===== src/rtl/output_scan_reader_if.sv =====
// Output stream bundle for output_scan_reader.
//   out_data  : streamed word
//   out_valid : out_data holds a word
//   out_ready : the sink takes the word on a cycle where out_valid & out_ready
// master = word producer (the reader), slave = display/serializer sink.
interface output_scan_reader_if #(
  parameter int DATA_W = 32
) ();
  logic [DATA_W-1:0] out_data;
  logic              out_valid;
  logic              out_ready;

  modport master (output out_data, output out_valid, input out_ready);
  modport slave  (input out_data, input out_valid, output out_ready);
endinterface


===== src/rtl/output_scan_reader.sv =====
// output_scan_reader
// Reads a run of words from the output-controller frame RAM (1-cycle
// registered read) and streams them out on a valid/ready interface.
// A 2-entry skid FIFO hides the RAM latency and absorbs backpressure.
// With the sink always ready it moves one word per cycle.
// Ports:
//   clk, n_rst   : clock, asynchronous active-low reset
//   start        : one-cycle pulse; accepted only while idle
//   start_addr   : first RAM address, latched on accepted start
//   word_count   : number of words (0..2^ADDR_W), latched on accepted start
//   read_address : registered RAM read address
//   ram_q        : RAM read data for the previous cycle's read_address
//   busy         : high from the cycle after an accepted start until done
//   done         : one-cycle pulse after the last word is transferred
//   out_if       : output stream (master side)
module output_scan_reader #(
  parameter int DATA_W = 32,
  parameter int ADDR_W = 7
) (
  input  logic              clk,
  input  logic              n_rst,
  input  logic              start,
  input  logic [ADDR_W-1:0] start_addr,
  input  logic [ADDR_W:0]   word_count,
  output logic [ADDR_W-1:0] read_address,
  input  logic [DATA_W-1:0] ram_q,
  output logic              busy,
  output logic              done,
  output_scan_reader_if.master out_if
);

  typedef enum logic [1:0] {S_IDLE, S_READ, S_DRAIN, S_FIN} state_e;

  state_e            state_q, state_d;
  logic [ADDR_W-1:0] read_address_q, read_address_d;
  logic [ADDR_W:0]   issue_left_q, issue_left_d;   // reads still to issue
  logic              pending_q, pending_d;         // read issued last cycle
  logic [1:0]        count_q, count_d;             // FIFO occupancy
  logic [DATA_W-1:0] ent0_q, ent0_d;               // FIFO head
  logic [DATA_W-1:0] ent1_q, ent1_d;
  logic              busy_q, busy_d;
  logic              done_q, done_d;

  logic              pop;
  logic              issue;
  logic [2:0]        occ;

  always_comb begin
    // NOTE: every signal assigned here gets a default first, so no path
    // leaves one unassigned and no latch is inferred.
    state_d        = state_q;
    read_address_d = read_address_q;
    issue_left_d   = issue_left_q;
    count_d        = count_q;
    ent0_d         = ent0_q;
    ent1_d         = ent1_q;
    busy_d         = busy_q;
    done_d         = 1'b0;

    pop = (count_q != 2'd0) && out_if.out_ready;

    // Credit: words already in the FIFO plus the one in flight from the RAM.
    // Issuing only while that total (after this cycle's pop) is at most one
    // guarantees a free slot when the new word arrives two cycles later.
    occ   = {1'b0, count_q} + {2'b00, pending_q};
    issue = (state_q == S_READ) && (issue_left_q != '0) &&
            ((occ <= 3'd1) || ((occ == 3'd2) && pop));
    pending_d = issue;

    // FIFO: shift on pop, then write the arriving word behind what remains.
    count_d = count_q + {1'b0, pending_q} - {1'b0, pop};
    if (pop) ent0_d = ent1_q;
    if (pending_q) begin
      if ((count_q - {1'b0, pop}) == 2'd0) ent0_d = ram_q;
      else                                ent1_d = ram_q;
    end

    case (state_q)
      S_IDLE: begin
        if (start) begin
          read_address_d = start_addr;
          issue_left_d   = word_count;
          if (word_count == '0) begin
            state_d = S_FIN;
            done_d  = 1'b1;
          end else begin
            state_d = S_READ;
            busy_d  = 1'b1;
          end
        end
      end
      S_READ: begin
        if (issue) begin
          issue_left_d = issue_left_q - (ADDR_W+1)'(1);
          // The last issued address is held rather than advanced.
          if (issue_left_q == (ADDR_W+1)'(1)) state_d = S_DRAIN;
          else read_address_d = read_address_q + ADDR_W'(1);
        end
      end
      S_DRAIN: begin
        if (!pending_q && ((count_q == 2'd0) || ((count_q == 2'd1) && pop))) begin
          state_d = S_FIN;
          busy_d  = 1'b0;
          done_d  = 1'b1;
        end
      end
      S_FIN: begin
        state_d = S_IDLE;
      end
      default: state_d = S_IDLE;
    endcase
  end

  // NOTE: sequential state uses non-blocking assignments only, so every flop
  // samples the values from before the edge regardless of statement order.
  always_ff @(posedge clk or negedge n_rst) begin
    if (!n_rst) begin
      state_q        <= S_IDLE;
      read_address_q <= '0;
      issue_left_q   <= '0;
      pending_q      <= 1'b0;
      count_q        <= 2'd0;
      // NOTE: the FIFO data registers are reset as well because the head
      // entry is out_data, which must read zero straight out of reset.
      ent0_q         <= '0;
      ent1_q         <= '0;
      busy_q         <= 1'b0;
      done_q         <= 1'b0;
    end else begin
      state_q        <= state_d;
      read_address_q <= read_address_d;
      issue_left_q   <= issue_left_d;
      pending_q      <= pending_d;
      count_q        <= count_d;
      ent0_q         <= ent0_d;
      ent1_q         <= ent1_d;
      busy_q         <= busy_d;
      done_q         <= done_d;
    end
  end

  assign read_address     = read_address_q;
  assign busy             = busy_q;
  assign done             = done_q;
  assign out_if.out_data  = ent0_q;
  assign out_if.out_valid = (count_q != 2'd0);

endmodule


===== src/flat_wrapper.sv =====
// flat-port wrapper written by rule: the top's interface ports become plain ports
module output_scan_reader_flat 
#(
  parameter int DATA_W = 32,
  parameter int ADDR_W = 7
)
  (clk, n_rst, start, start_addr, word_count, read_address, ram_q, busy, done, out_if_out_data, out_if_out_valid, out_if_out_ready);
  output_scan_reader_if #(.DATA_W(DATA_W)) out_if_i ();
  input  logic clk;
  input  logic n_rst;
  input  logic start;
  input  logic [ADDR_W-1:0] start_addr;
  input  logic [ADDR_W:0] word_count;
  output logic [ADDR_W-1:0] read_address;
  input  logic [DATA_W-1:0] ram_q;
  output logic busy;
  output logic done;
  output wire logic [$bits(out_if_i.out_data)-1:0] out_if_out_data;
  output wire logic [$bits(out_if_i.out_valid)-1:0] out_if_out_valid;
  input wire logic [$bits(out_if_i.out_ready)-1:0] out_if_out_ready;
  assign out_if_out_data = out_if_i.out_data;
  assign out_if_out_valid = out_if_i.out_valid;
  assign out_if_i.out_ready = out_if_out_ready;
  output_scan_reader #(.DATA_W(DATA_W), .ADDR_W(ADDR_W)) u_core (.clk(clk), .n_rst(n_rst), .start(start), .start_addr(start_addr), .word_count(word_count), .read_address(read_address), .ram_q(ram_q), .busy(busy), .done(done), .out_if(out_if_i));
endmodule

===== config.mk =====
export PLATFORM = sky130hd
export DESIGN_NAME = output_scan_reader_flat
export DESIGN_NICKNAME = d
export VERILOG_FILES = /design/src/rtl/output_scan_reader_if.sv /design/src/rtl/output_scan_reader.sv /design/src/flat_wrapper.sv
export SDC_FILE = /design/constraint.sdc
export NUM_CORES = 1
export LEC_CHECK = 0
export CORE_UTILIZATION = 46
export DETAILED_ROUTE_END_ITERATION = 7
export PLACE_DENSITY_LB_ADDON = 0.15
export SYNTH_ARGS = -nofsm -noshare
export SYNTH_HDL_FRONTEND = slang
export SYNTH_SLANG_ARGS = --single-unit
export TNS_END_PERCENT = 20

===== constraint.sdc =====
create_clock -name clk -period 2.19 [get_ports clk]
set_clock_uncertainty 0.05 [all_clocks]
set_input_delay 0.5475 -clock clk [delete_from_list [all_inputs] [get_ports clk]]
set_output_delay 0.5475 -clock clk [all_outputs]
set_load 0.02 [all_outputs]

==> out/qor.txt <==
Least-Margin Pin Slew -> 0.487 ns
Synthesis Warnings -> 0
Worst R2R Start -> u_core.issue_left_q[1]
cell count of the worst reg-to-reg path -> 6
H-tree depth -> 3
library cells used by synthesis -> 51
Max Fclk -> 476 MHz
layout cells sized above 1 -> 20.4%
GR Util All Layers -> 21.1%
Power, Total -> 8.95 mW
final setup vio count -> 0
first-pass iteration count of the detailed router -> 6
Setup CP Type -> reg2reg
post-synth top area share -> 50.2%
total negative slack -> 0 ns
PortBufs -> 92
Num CTS Buffers -> 9
net count reported at finish -> 563
reg2reg end -> u_core.issue_left_q[6]
area of the die -> 9710 µm²
CTS sink count -> 86
# Post-CTS Setup Buffers -> 0
Root Driver -> clkbuf_8
area leader, netlist -> dfrtp_1
Post-synth EDFFs -> 0
Layout area overhead -> 35.1%
# fillers -> 713
Reg clk slew, reported paths -> 0.09 ns
Slew Viols, Final -> 0
Fin. Hold Viols -> 0
Register Area -> 2150 µm²
DP HPWL -> 6790 µm
Syn Nets -> 455
CP Launch Point -> u_core.issue_left_q[1]
largest cells by area after synthesis -> dfrtp_1, mux2i_1, mux2_2
GP Congestion -> 0.894
gr ovfl total -> 0
Die Width -> 98.5 µm
row count -> 34
vias in the first global route -> 3,414
VDD IR max -> 0.000693 V
critical path required time -> 2.39 ns
Routed Antenna Nets -> 0
drt first-iter violations -> 116
most frequent cells in the layout -> clkdlybuf4s50_1, dfrtp_1, nand2_1
clk_lat worst skew -> 0.36 ns
maximum clock insertion buffer count -> 2
global-route wire length before repair -> 16,300 µm
multi-input combinational cell area -> 2060 µm²
MaxCap Viol Count -> 0
Avg Cell Area, Syn -> 11.0 µm²
CP endpoint kind -> register
largest net degree at the start of global routing -> 65
Main synth FF type -> dfrtp_1
CP Launch Type -> register
Mapped Area -> 4290 µm²
commonest non-fill, non-tap cell in the layout -> clkdlybuf4s50_1
routed wire length -> 9630 µm
via count -> 3,331
placed cell area -> 5510 µm²
I/O pins -> 93
vias per cell -> 5.44
Hold Path Class -> in2async
outcome -> finished with violations
worst hold slack -> 0.0782 ns
worst-path fanout max -> 5
sequential fraction of the synthesis area -> 50.2%
R2R Setup Slk -> 0.09 ns
chip height -> 98.5 µm
setup ws final -> 0.0872 ns
setup slack at placement -> -0.0951 ns
crit path time final -> 2.10 ns
CTS tree -> done
drt drc -> 1
Final Cell Area -> 5790 µm²
P_leak -> 2.47 nW
fin crit share -> 96.0%
ys async rst share -> 100%
ant diodes -> 0
Power Density -> 1550 nW/µm²
worst setup path end -> u_core.issue_left_q[6]
initial antenna violation count -> 0
Worst Path Arrival -> 2.30 ns
Mapped Cells -> 391
routed wire length per instance -> 15.7 µm
Core Region -> 8890 µm²
Max-Slew Margin vs Limit -> 67.5%
Yosys reg bits -> 86
Starting Density -> 48.2%
failing checks -> design-rule violations
==> synthesized netlist by cell type, drive strengths merged (2+ instances only) <==
| library cell | instances |
|---|---|
| mux2i | 37 |
| a211oi | 6 |
| ha | 13 |
| mux2 | 32 |
| o32ai | 5 |
| nor3b | 2 |
| nor4 | 2 |
| clkbuf | 14 |
| inv | 13 |
| a21boi | 6 |
| a311oi | 2 |
| and3 | 10 |
| nand2b | 2 |
| nor2 | 12 |
| a21oi | 13 |
| nand3 | 4 |
| o31ai | 3 |
| xnor2 | 2 |
| a41oi | 2 |
| a21o | 3 |
| nand2 | 42 |
| o21ai | 40 |
| dfrtp | 86 |
| nor3 | 8 |
| or3 | 2 |
| a31oi | 3 |
| buf | 10 |
==> cell families after synthesis <==
group	count (synthesis)	synth area share, %
AO/OA/AOI/OAI	93	14.6
buffers and inverters	37	3.77
adder cells (fa/ha/maj)	13	3.80
flip-flops	86	50.2
XOR/XNOR	2	0.409
AND/OR/NAND/NOR	91	10.2
multiplexers	69	17.1
==> flip-flops by register name (all words and copies together), names as in the netlist <==
register	cells
u_core.issue_left_q	8
u_core.done	1
u_core.ent1_q	32
u_core.read_address	7
u_core.pending_q	1
u_core.count_q	2
u_core.out_if.out_data	32
u_core.busy	1
u_core.state_q	2
==> per-layer routing <==
metal	part of all wire, %	track usage [%]	vias up	wire length (µm)
met5	0	0	-	0
met2	49	35.6	63	4740
met1	45	26.9	1640	4340
li1	-	-	1619	-
met4	1.2	6.77	0	111
met3	4.6	5.25	9	446
==> cell type report <==
cell class / instances / area share [%]
clock buffers: 11 / 2.44
clock inverters: 5 / 1.12
inverters: 13 / 0.843
multi-input cells: 268 / 35.5
flip-flops and latches: 86 / 37.2
well taps: 108 / 2.33
repair buffers: 121 / 20.5
==> worst min-delay path by stage <==
stage                                  from                      to  depth (start not counted)
after detailed placement   u_core.ent1_q[5]        u_core.ent1_q[5]                          1
after global routing                  n_rst  u_core.issue_left_q[2]                          1
after floorplan                       n_rst             u_core.busy                          0
after global placement    u_core.ent1_q[19]       u_core.ent1_q[19]                          1
after CTS                             n_rst  u_core.issue_left_q[7]                          1
final                                 n_rst  u_core.issue_left_q[7]                          1
==> worst max-delay path, cell delays in order, from the launching register on <==
cell and delay (ns):
dfrtp_1 0.42, inv_1 0.13, ha_1 0.21, or4b_2 0.68, o31ai_2 0.22, a21bo_2 0.18, o311ai_2 0.10
==> metrics by stage <==
stage	instances	utilization, %
CTS	612	64.4
global placement	596	62.0
floorplan	391	-
detailed placement	596	62.0
finish	612	65.1
global route	612	65.1
==> report_power, final <==
part / total [mW] / internal, mW / switching [mW] / leakage (nW)
clock network: 1.18 / 0.571 / 0.612 / 0.0981
logic: 4.86 / 2.47 / 2.39 / 1.36
registers: 2.90 / 2.41 / 0.492 / 1.02
total: 8.95 / 5.46 / 3.49 / 2.47
==> timing repair <==
action	in CTS	in global routing
hold buffers	0	0
pin swaps	1	7
setup endpoints to repair	5	17
gates resized for setup	3	14
gates cloned	0	0
Note: power is estimated with default switching activity, not from simulation.
==> edit 1: new RTL, same settings <==
`ADDR_W` is set to 7 in 2 places; all go to 6.
--- a/src/rtl/output_scan_reader.sv
+++ b/src/rtl/output_scan_reader.sv
@@ -16,5 +16,5 @@
 module output_scan_reader #(
   parameter int DATA_W = 32,
-  parameter int ADDR_W = 7
+  parameter int ADDR_W = 6
 ) (
   input  logic              clk,
--- a/src/flat_wrapper.sv
+++ b/src/flat_wrapper.sv
@@ -3,5 +3,5 @@
 #(
   parameter int DATA_W = 32,
-  parameter int ADDR_W = 7
+  parameter int ADDR_W = 6
 )
   (clk, n_rst, start, start_addr, word_count, read_address, ram_q, busy, done, out_if_out_data, out_if_out_valid, out_if_out_ready);
Interface: changed (resized read_address, start_addr and word_count); port bits go from 93 to 90. No check against the original RTL was run, so the function may have changed too.
==> edit 1 against the original RTL <==
Non-clock buffer count fell by 7. Cell area fell by 5.6%. Via count fell by 4.9%. Hold slack got worse by 0.064 ns. Synthesized area fell by 6.0%. Clock power rose by 11%. Routed wire length fell by 8.5%. Total power fell by 7.3%. Worst setup slack got worse by 0.077 ns. Sequential cell count fell by 2. Largest power group unchanged. Count of clock-buffer cells in the layout fell by 2.
==> edit 1: results (changes against the original RTL) <==
| Metric | Value |
|---|---|
| Slew headroom | `74.03% (was 67.52%)` |
| Vias in the first global route | `3054 (was 3414)` |
| WL per Instance | `15.14 um (was 15.74 um)` |
| Most area-consuming cells after synthesis | `dfrtp_1 (52%), mux2i_1 (8.9%), mux2_2 (8.9%) (was dfrtp_1 (50%), mux2i_1 (8.6%), mux2_2 (8.4%))` |
| Worst Path Arrival | `2.39 ns (was 2.30 ns)` |
| Met3 wire length | `576 um (was 446 um)` |
| Top Layer Used | `met4 (unchanged)` |
| Ys Warns | `0 (unchanged)` |
| CTS clk-pin slew, worst paths | `0.09 ns (about the same)` |
| RD Place Congestion | `0.8375 (was 0.8944)` |
| Post-DP HPWL | `6.126 mm (was 6.788 mm)` |
| Placement Cell Area | `5214 um^2 (was 5513 um^2)` |
| Syn_nets | `427 (was 455)` |
| M1 wire length | `4.066 mm (was 4.335 mm)` |
| First-pass GRT wire length | `14.42 mm (was 16.28 mm)` |
| Layout fillers | `660 (was 713)` |
| Unique cell type count in the Yosys netlist | `43 (was 51)` |
| P_leak | `0.002306 uW (was 0.002472 uW)` |
| Crit Path Max Fanout | `3 (was 5)` |
| Clk_lat worst skew | `0.35 ns` |
| Fraction of layout cells with a size suffix above 1 | `18.87% (was 20.44%)` |
| Met1 usage | `27.71% (was 26.88%)` |
| Met3 usage | `6.140% (was 5.248%)` |
| Routed wl met2 | `4.096 mm (was 4.741 mm)` |
| Met2 Resource Use GR | `32.08% (was 35.59%)` |
| PortBufs | `89 (was 92)` |
| TritonCTS Buffers | `9 (unchanged)` |
| ANT cells | `0 (unchanged)` |
| Seq/Total Area, Yosys | `52.19% (was 50.22%)` |
| Root Buffer | `clkbuf_8 (unchanged)` |
| Initial DRC count | `98 (was 116)` |
| Drt pass-1 iters | `4 (was 6)` |
| Final net count | `533 (was 563)` |
| Post-synth ARST share | `100.0% (unchanged)` |
| Ys flop type | `dfrtp_1 (unchanged)` |
| GRT Util Overall | `20.68% (was 21.13%)` |
| Worst IR drop on VDD | `0.7662 mV (was 0.6927 mV)` |
| Worst Hold Class | `input port to asynchronous set/reset pin (unchanged)` |
| Synth cell count leaders | `dfrtp_1 (84), nand2_1 (44), o21ai_0 (41) (was dfrtp_1 (86), nand2_1 (42), o21ai_0 (38))` |
| Initial antenna violation count | `0 (unchanged)` |
| Vias per cell | `5.443 (about the same)` |
| Largest net degree at the start of global routing | `49 (was 65)` |
| CTS H-tree lvls | `3 (unchanged)` |
| Clock Path Buffers | `2 (unchanged)` |
| Outcome | `finished, final reports clean (was finished with violations)` |
-- edit 1: changes by cell type in the layout (fill, tap and decap cells not counted), moves of 4 or more --
cell / delta
and3_1: -9
a21oi_1: -4
o22a_1: +5
o32ai_1: -5
a211oi_2: -5
nand4_1: +4
-- edit 1: metrics by stage --
stage,setup slack [ns],hold slack [ns],instances,utilization (%),setup TNS [ns]
after floorplan,0.001884,0.2019,367,-,0
after global placement,-0.1331,0.3848,566,62.51,-0.2648
after detailed placement,-0.1833,0.3898,566,62.51,-0.4452
after CTS,-0.004614,0.003145,581,65.35,-0.004614
after global routing,-0.08217,0.002597,582,65.53,-0.1754
final,0.01037,0.01391,582,65.53,0
-- edit 1: timing repair --
action | in CTS | in global routing
setup endpoints to repair | 3 | 10
endpoints found under the hold margin | 0 | 0
resized for setup | 2 | 4
pin swaps | 0 | 2
setup buffers | 0 | 1
-- edit 1: cell families (layout without fill, tap and decap cells) --
logic type,after synthesis,after routing,share of synthesized area [%]
and+or+nand+nor,94,94,11.40
muxes,68,68,17.89
AOI/OAI and AO/OA,77,77,11.53
DFF,84,84,52.19
buffers and inverters,31,141,3.138
xor gates and xnor gates,2,2,0.4350
adders and majority gates,11,11,3.417
-- edit 1: final timing paths --
check	slack, ns	cells after the start	start	end
max	0.01	7	u_core.issue_left_q[1]$_DFFE_PN0P_	u_core.state_q[1]$_DFFE_PN0P_
min	0.01	1	n_rst	u_core.issue_left_q[5]$_DFFE_PN0P_
max reg2reg	0.01	7	u_core.issue_left_q[1]$_DFFE_PN0P_	u_core.state_q[1]$_DFFE_PN0P_
min reg2reg	0.46	1	u_core.ent1_q[9]$_DFFE_PN0P_	u_core.ent1_q[9]$_DFFE_PN0P_
max in group asynchronous	1.50	2	n_rst	u_core.ent1_q[30]$_DFFE_PN0P_
min in group clk	0.46	1	u_core.ent1_q[9]$_DFFE_PN0P_	u_core.ent1_q[9]$_DFFE_PN0P_
-- edit 1: worst max-delay path, cell delays in order (launching register included) --
cell	delay (ns)
dfrtp_1	0.41
inv_2	0.07
ha_1	0.12
or4b_4	0.48
or2_4	0.25
o31a_1	0.28
a221oi_2	0.24
mux2i_1	0.21
-- edit 1: final cells by class --
type | instances | area (um^2) | area share (%)
multi-input cells | 252 | 1827 | 33.42
well taps | 105 | 131.4 | 2.404
flip-flops and latches | 84 | 2102 | 38.46
inverters | 12 | 45.04 | 0.8242
repair buffers | 114 | 1125 | 20.58
clock inverters | 6 | 111.4 | 2.038
clock buffers | 9 | 123.9 | 2.266
-- edit 1: power breakdown --
group / internal [uW] / total, uW / leakage (uW) / switching (uW)
sequential: 2350 / 2880 / 0.00100 / 526
clock: 754 / 1310 / 0.000116 / 552
combinational: 2090 / 4110 / 0.00119 / 2030
total: 5190 / 8290 / 0.00231 / 3100
==> edit 2: new RTL, config.mk and constraints unchanged <==
Made on the original files. Take the reset off `read_address_q` and load it in a clocked block of its own.
--- a/src/rtl/output_scan_reader.sv
+++ b/src/rtl/output_scan_reader.sv
@@ -117,5 +117,4 @@
     if (!n_rst) begin
       state_q        <= S_IDLE;
-      read_address_q <= '0;
       issue_left_q   <= '0;
       pending_q      <= 1'b0;
@@ -129,5 +128,4 @@
     end else begin
       state_q        <= state_d;
-      read_address_q <= read_address_d;
       issue_left_q   <= issue_left_d;
       pending_q      <= pending_d;
@@ -140,4 +138,8 @@
   end
 
+  always_ff @(posedge clk) begin
+    read_address_q <= read_address_d;
+  end
+
   assign read_address     = read_address_q;
   assign busy             = busy_q;
Function: changed (a bounded check fails within 4 cycles, from zero or initial values and one cycle with n_rst low).
==> edit 2 against the original RTL <==
The flow finishes with violations (design-rule violations, negative setup slack). Largest cell class unchanged. Critical path type unchanged. Sequential cell count is the same. Synthesized area decreased by 1.8%. Hold slack got worse by 0.017 ns. Routed wire length shrank 3.9%. Cell area down 1.3%. Critical endpoint is now u_core.state_q[1]$_DFFE_PN0P_. Sequential power up 3%. Total power shrank 4.1%. Worst setup slack worse by 0.41 ns.
==> edit 2: results (changes against the original RTL) <==
| Metric | Value |
|---|---|
| Clock buffers | `10 (was 11)` |
| Setup-failing EPs final | `17 (was 0)` |
| RD Place Congestion | `0.8856 (was 0.8944)` |
| Synthesized instance count | `370 (was 391)` |
| Violated checks | `design-rule violations, negative setup slack (was design-rule violations)` |
| Non-CTS buffers | `124 (was 121)` |
| Final Cycle Share | `114.9% (was 96.02%)` |
| Worst setup margin | `-0.3259 ns (was 0.08718 ns)` |
| Routed wl met2 | `4.480 mm (was 4.741 mm)` |
| WHS | `0.06166 ns (was 0.07819 ns)` |
| ClkCell Share | `3.022% (was 3.567%)` |
| Crit Path Max Fanout | `6 (was 5)` |
| Data buffer area share | `21.06% (was 20.54%)` |
| CP Buf/Inv Count | `2 (was 1)` |
| Compound-Gate Fraction of Synth Area | `11.77% (was 14.57%)` |
| Invs w/o clock | `11 (was 13)` |
| Initial DRC count | `123 (was 116)` |
| DRC | `12 (was 1)` |
| P_leak | `0.002460 uW (was 0.002472 uW)` |
| Post-synthesis xor/xnor area fraction | `1.664% (was 0.4088%)` |
| Post-synthesis mux area share | `17.38% (was 17.05%)` |
| Post-DP HPWL | `6.577 mm (was 6.788 mm)` |
| Met2 Resource Use GR | `33.93% (was 35.59%)` |
| Setup tns final | `-3.952 ns (was 0 ns)` |
| Post-CTS setup buffers | `2 (was 0)` |
| Outcome | `finished with violations (unchanged)` |
| Worst Reg2Reg Path Length in Cells | `9 (was 6)` |
| Largest net degree at the start of global routing | `39 (was 65)` |
| Most area-consuming cells after synthesis | `dfrtp_1 (47%), mux2_2 (8.8%), mux2i_1 (8.6%) (was dfrtp_1 (50%), mux2i_1 (8.6%), mux2_2 (8.4%))` |
-- edit 2: changes by cell type after synthesis, sizes merged, moves of 3 or more --
cell    before  now
dfrtp       86   79
clkbuf      14   11
o32ai        5    1
nor2        12   16
a21boi       6    1
nor3         8    5
and3        10    3
xnor2        2    6
edfxtp       0    7
buf         10    6
nand2       42   49
a211oi       6    1
inv         13   10
a21oi       13   10
-- edit 2: worst min-delay path by stage --
| stage | start | to | cells after the start |
|---|---|---|---|
| final | n_rst | u_core.issue_left_q[4]$_DFFE_PN0P_ | 1 |
| after global routing | n_rst | u_core.issue_left_q[5]$_DFFE_PN0P_ | 1 |
| after CTS | n_rst | u_core.issue_left_q[4]$_DFFE_PN0P_ | 1 |
| after detailed placement | u_core.ent1_q[1]$_DFFE_PN0P_ | u_core.ent1_q[1]$_DFFE_PN0P_ | 1 |
| after global placement | u_core.ent1_q[11]$_DFFE_PN0P_ | u_core.ent1_q[11]$_DFFE_PN0P_ | 1 |
| after floorplan | n_rst | u_core.busy$_DFFE_PN0P_ | 0 |
